`src/rtl/counter_seek_ctrl_if.sv`:
```
// counter_seek_ctrl_if: request, counter-side and status signals of the seek controller
interface counter_seek_ctrl_if #(
    parameter int WIDTH = 5
);
    logic [WIDTH-1:0] Target;
    logic             Jump;
    logic             Target_Valid;
    logic             Target_Ready;
    logic [WIDTH-1:0] Counter;
    logic             High;
    logic             Low;
    logic [WIDTH-1:0] IN;
    logic             Load;
    logic             Up;
    logic             Down;
    logic             Busy;
    logic             Done;
    logic             Error;
    modport master (
        output Target, Jump, Target_Valid, Counter, High, Low,
        input  Target_Ready, IN, Load, Up, Down, Busy, Done, Error
    );
    modport slave (
        input  Target, Jump, Target_Valid, Counter, High, Low,
        output Target_Ready, IN, Load, Up, Down, Busy, Done, Error
    );
endinterface

```
`src/rtl/counter_seek_ctrl.sv`:
```
// counter_seek_ctrl: drives a saturating up/down counter to a requested value by load or paced steps
module counter_seek_ctrl #(
    parameter int WIDTH = 5,
    parameter int HOLD  = 0
) (
    input logic                clk,
    input logic                rst,
    counter_seek_ctrl_if.slave bus
);
    typedef enum logic [2:0] {IDLE, LOAD, EVAL, PULSE_UP, PULSE_DN, SETTLE, DONE, ERROR} state_t;
    localparam logic [WIDTH:0] STEP_MAX  = {1'b1, {WIDTH{1'b0}}};
    localparam logic [7:0]     HOLD_LAST = 8'(HOLD - 1);
    state_t           state_q, state_d;
    logic [WIDTH-1:0] tgt_q, tgt_d;
    logic [WIDTH:0]   step_q, step_d;
    logic [7:0]       hold_q, hold_d;
    always_ff @(posedge clk) begin
        if (rst) begin
            state_q <= IDLE;
            tgt_q   <= '0;
            step_q  <= '0;
            hold_q  <= '0;
        end else begin
            state_q <= state_d;
            tgt_q   <= tgt_d;
            step_q  <= step_d;
            hold_q  <= hold_d;
        end
    end
    // step_q bounds the number of pulses so a disturbed counter cannot trap us in EVAL forever
    always_comb begin
        state_d = state_q;
        case (state_q)
            IDLE:               state_d = bus.Target_Valid ? (bus.Jump ? LOAD : EVAL) : IDLE;
            LOAD:               state_d = EVAL;
            EVAL:               state_d = bus.Counter == tgt_q ? DONE
                                        : step_q == STEP_MAX ? ERROR
                                        : bus.Counter < tgt_q ? (bus.High ? ERROR : PULSE_UP)
                                        : (bus.Low ? ERROR : PULSE_DN);
            PULSE_UP, PULSE_DN: state_d = HOLD > 0 ? SETTLE : EVAL;
            SETTLE:             state_d = hold_q == HOLD_LAST ? EVAL : SETTLE;
            default:            state_d = IDLE;
        endcase
        tgt_d  = state_q == IDLE && bus.Target_Valid ? bus.Target : tgt_q;
        step_d = state_q == IDLE ? '0
               : step_q + {{WIDTH{1'b0}}, state_q == PULSE_UP || state_q == PULSE_DN};
        hold_d = state_q == SETTLE ? hold_q + 8'd1 : 8'd0;
    end
    always_comb begin
        bus.Target_Ready = state_q == IDLE;
        bus.Busy         = state_q != IDLE;
        bus.IN           = state_q == IDLE ? '0 : tgt_q;
        bus.Load         = state_q == LOAD;
        bus.Up           = state_q == PULSE_UP;
        bus.Down         = state_q == PULSE_DN;
        bus.Done         = state_q == DONE;
        bus.Error        = state_q == ERROR;
    end
endmodule

```
`src/flat_wrapper.sv`:
```
// flat-port wrapper written by rule: the top's interface ports become plain ports
module counter_seek_ctrl_flat 
#(
    parameter int WIDTH = 5,
    parameter int HOLD  = 0
)
  (clk, rst, bus_Target, bus_Jump, bus_Target_Valid, bus_Counter, bus_High, bus_Low, bus_Target_Ready, bus_IN, bus_Load, bus_Up, bus_Down, bus_Busy, bus_Done, bus_Error);
  counter_seek_ctrl_if #(.WIDTH(WIDTH)) bus_i ();
  input logic clk;
  input logic rst;
  input wire logic [$bits(bus_i.Target)-1:0] bus_Target;
  input wire logic [$bits(bus_i.Jump)-1:0] bus_Jump;
  input wire logic [$bits(bus_i.Target_Valid)-1:0] bus_Target_Valid;
  input wire logic [$bits(bus_i.Counter)-1:0] bus_Counter;
  input wire logic [$bits(bus_i.High)-1:0] bus_High;
  input wire logic [$bits(bus_i.Low)-1:0] bus_Low;
  output wire logic [$bits(bus_i.Target_Ready)-1:0] bus_Target_Ready;
  output wire logic [$bits(bus_i.IN)-1:0] bus_IN;
  output wire logic [$bits(bus_i.Load)-1:0] bus_Load;
  output wire logic [$bits(bus_i.Up)-1:0] bus_Up;
  output wire logic [$bits(bus_i.Down)-1:0] bus_Down;
  output wire logic [$bits(bus_i.Busy)-1:0] bus_Busy;
  output wire logic [$bits(bus_i.Done)-1:0] bus_Done;
  output wire logic [$bits(bus_i.Error)-1:0] bus_Error;
  assign bus_i.Target = bus_Target;
  assign bus_i.Jump = bus_Jump;
  assign bus_i.Target_Valid = bus_Target_Valid;
  assign bus_i.Counter = bus_Counter;
  assign bus_i.High = bus_High;
  assign bus_i.Low = bus_Low;
  assign bus_Target_Ready = bus_i.Target_Ready;
  assign bus_IN = bus_i.IN;
  assign bus_Load = bus_i.Load;
  assign bus_Up = bus_i.Up;
  assign bus_Down = bus_i.Down;
  assign bus_Busy = bus_i.Busy;
  assign bus_Done = bus_i.Done;
  assign bus_Error = bus_i.Error;
  counter_seek_ctrl #(.WIDTH(WIDTH), .HOLD(HOLD)) u_core (.clk(clk), .rst(rst), .bus(bus_i));
endmodule
```
`config.mk`:
```
export PLATFORM = sky130hd
export DESIGN_NAME = counter_seek_ctrl_flat
export DESIGN_NICKNAME = d
export VERILOG_FILES = /design/src/rtl/counter_seek_ctrl_if.sv /design/src/rtl/counter_seek_ctrl.sv /design/src/flat_wrapper.sv
export SDC_FILE = /design/constraint.sdc
export NUM_CORES = 1
export LEC_CHECK = 0
export ABC_AREA = 1
export BUFFER_PORTS_ARGS = -buffer_cell sky130_fd_sc_hd__buf_4
export CORE_UTILIZATION = 59
export CTS_BUF_LIST = sky130_fd_sc_hd__clkbuf_2 sky130_fd_sc_hd__clkbuf_4 sky130_fd_sc_hd__clkbuf_8
export DETAILED_ROUTE_END_ITERATION = 6
export PLACE_DENSITY = 0.95
export SLEW_MARGIN = 25
export SYNTH_ARGS = -nofsm -noshare
export SYNTH_HDL_FRONTEND = slang
export SYNTH_SLANG_ARGS = --single-unit
```
`constraint.sdc`:
```
create_clock -name clk -period 3.7 [get_ports clk]
set_clock_uncertainty 0.2 [all_clocks]
set_input_delay 0.74 -clock clk [delete_from_list [all_inputs] [get_ports clk]]
set_output_delay 0.74 -clock clk [all_outputs]
set_load 0.01 [all_outputs]
```
==> impl_metrics.ini <==
[clock_network]
holdBufCountCts = 0
root_buffer = clkbuf_4
cts_num_sinks = 22
clk_latency_ps = 320
tritoncts = built
clk_pin_slew_ps = 130
clk_path_buf_depth = 2
cts.htree.levels = 1
numCtsBuffers = 3
cts_resized = 0
cts_setup_buffers = 0

[sta]
hold_viol_final = 0
finalCriticalPeriod_ps = 2190
final.period_utilization_pct = 59.3
drv_slew = 0
relSlewSlack_pct = 80.5
fmax_mhz = 456
rsz0062_at_grt = false
worstMarginPinSlew_ps = 290
hold_slack_ps = 266
setup_tns_ps = 0
setup_viol = 0

[global_routing]
grt_max_degree = 13
grt_pass1_wl_um = 4210
grt_pass1_vias = 1081
grt_usage_pct = 27.8
gr-total-overflow = 0
antenna_found_initial = 0

[floorplanning]
dieArea_sq_um = 2170
pin_count = 28
rows = 15
start_util_pct = 65.1
die_x_um = 46.6
fp.coreArea_sq_um = 1800
die_y_um = 46.6

[worst_setup_path]
cp-end-kind = primary output
path_class = flip-flop to primary output
max_stage_delay_ps = 430
cp-start-kind = flip-flop
path_max_fanout = 7
critPathTopFamily = flip-flops
path_cells = inv_2 > nand2_4 > inv_6 > nor2_1 > buf_4
critPathRequiredTime_ps = 2760
arrival_ps = 1250
slowest_stage = dfxtp_1
path_buf_inv = 3

[synthesis]
yosysSeqAreaShare_pct = 37.5
syn_nets = 185
ys_ff_latch = 22
synth.top_cell.area_share_pct = 37.5
ys_warn_count = 0
yosys-top-cells-area = dfxtp_1, ha_1, nor2_1
syn_avg_cell_area_sq_um = 7.29
synth_cells = 161
synth_top_area_cell = dfxtp_1
synth_cell_types = 27
synth_area_sq_um = 1170

[status]
outcome = finished clean

[placement]
gp_congestion = 0.784
dp_hpwl_um = 2000
portBuffers = 27

[routing]
drtAntennaViolNets = 0
drt_iter0_markers = 24
drt-pass1-iter-count = 4
vias = 1114
drc = 0
drt-total-wl_um = 2600
viasPerCell = 5.16
drt-wirelength-per-cell_um = 12.0

[layout]
multi_input_area_sq_um = 616
nNetsFinal = 216
syn_to_final_growth_pct = 22.1
drive_gt1_share_pct = 22.0
register_area_sq_um = 440
diodes = 0
layout.filler_cells = 134

[run]
drv_cap = 0

[power_and_ir_drop]
ir_drop_mv = 0.298
leakagePower_uw = 0.000647
pwr_density_cell_nw_per_um2 = 440

[min_path]
hold_class = flip-flop to flip-flop
==> flip-flops by register name (all words and copies together), names as in the netlist <==
| name | count |
|---|---|
| u_core.step_q | 6 |
| u_core.hold_q | 8 |
| u_core.tgt_q | 5 |
| u_core.state_q | 3 |
==> where the power goes <==
part | total [uW] | internal (uW) | switching (uW) | leakage, uW
Clock | 135 | 60.2 | 75.0 | 0.0000210
Combinational | 225 | 90.3 | 135 | 0.000447
Sequential | 270 | 257 | 13.7 | 0.000179
==> path summary, 6_finish.rpt <==
check,from,endpoint,slack (ps),depth (start not counted)
hold / removal,u_core.hold_q[0],u_core.hold_q[0],270,1
setup reg to reg,u_core.state_q[2],u_core.step_q[4],1970,8
setup / recovery,u_core.state_q[2],bus_IN[1],1510,5
hold reg to reg,u_core.hold_q[0],u_core.hold_q[0],270,1
==> layout by cell type (no fill, tap or decap), drive strengths merged <==
| cell type | count |
|---|---|
| o21a | 2 |
| a31oi | 1 |
| xor2 | 2 |
| nor3 | 4 |
| o211ai | 1 |
| nand3b | 1 |
| nand3 | 12 |
| nand2 | 28 |
| nor4 | 1 |
| a21oi | 12 |
| ha | 8 |
| nor2 | 29 |
| nor3b | 2 |
| clkbuf | 4 |
| o21ai | 6 |
| dfxtp | 22 |
| inv | 27 |
| xnor2 | 2 |
| buf | 27 |
==> cells in the mapped netlist <==
| master | n |
|---|---|
| xor2_1 | 2 |
| nor4_1 | 1 |
| buf_6 | 1 |
| dfxtp_1 | 22 |
| nor3b_2 | 1 |
| xnor2_1 | 2 |
| a31oi_1 | 1 |
| nand3_1 | 12 |
| nor2_2 | 3 |
| inv_6 | 1 |
| nor3b_1 | 1 |
| o211ai_1 | 1 |
| inv_1 | 25 |
| o21a_1 | 2 |
| nor2_1 | 26 |
| o21ai_1 | 5 |
| nor3_1 | 3 |
| a21oi_2 | 1 |
| nand2_2 | 1 |
| a21oi_1 | 11 |
| nand3b_1 | 1 |
| ha_1 | 8 |
| inv_2 | 1 |
| nor3_2 | 1 |
| nand2_4 | 2 |
| nand2_1 | 25 |
| o21ai_0 | 1 |
==> metal layers <==
layer | vias to the layer above | global-route usage (%) | wire length, um
met3 | 7 | 4.71 | 122
met1 | 498 | 28.6 | 1080
met2 | 37 | 52.8 | 1350
li1 | 572 | - | -
met4 | 0 | 12.9 | 47
met5 | - | 0 | 0
==> stage by stage <==
stage	setup slack, ps	instances	total power (uW)	util (%)	instance area, sq um
2_1_floorplan	1870	161	422	-	1170
3_3_place_gp	1720	212	489	77.5	1400
3_5_place_dp	1630	212	499	77.5	1400
4_1_cts	1530	216	628	79.5	1430
5_1_grt	1430	216	667	79.5	1430
6_report	1510	216	631	79.5	1430
==> layout make-up <==
type	count	share of cell area (%)
clock buffers	4	2.53
inverters	27	7.42
multi-input cells	111	43.0
flip-flops and latches	22	30.7
well taps	25	2.18
repair buffers	27	14.1
==> logic make-up after synthesis <==
| logic type | synth area share [%] |
|---|---|
| xor+xnor | 2.99 |
| simple gates | 30.5 |
| buf+inv | 10.0 |
| fa+ha+maj | 8.53 |
| flops | 37.5 |
| compound gates | 10.4 |
Note: power is estimated with default switching activity, not from simulation.
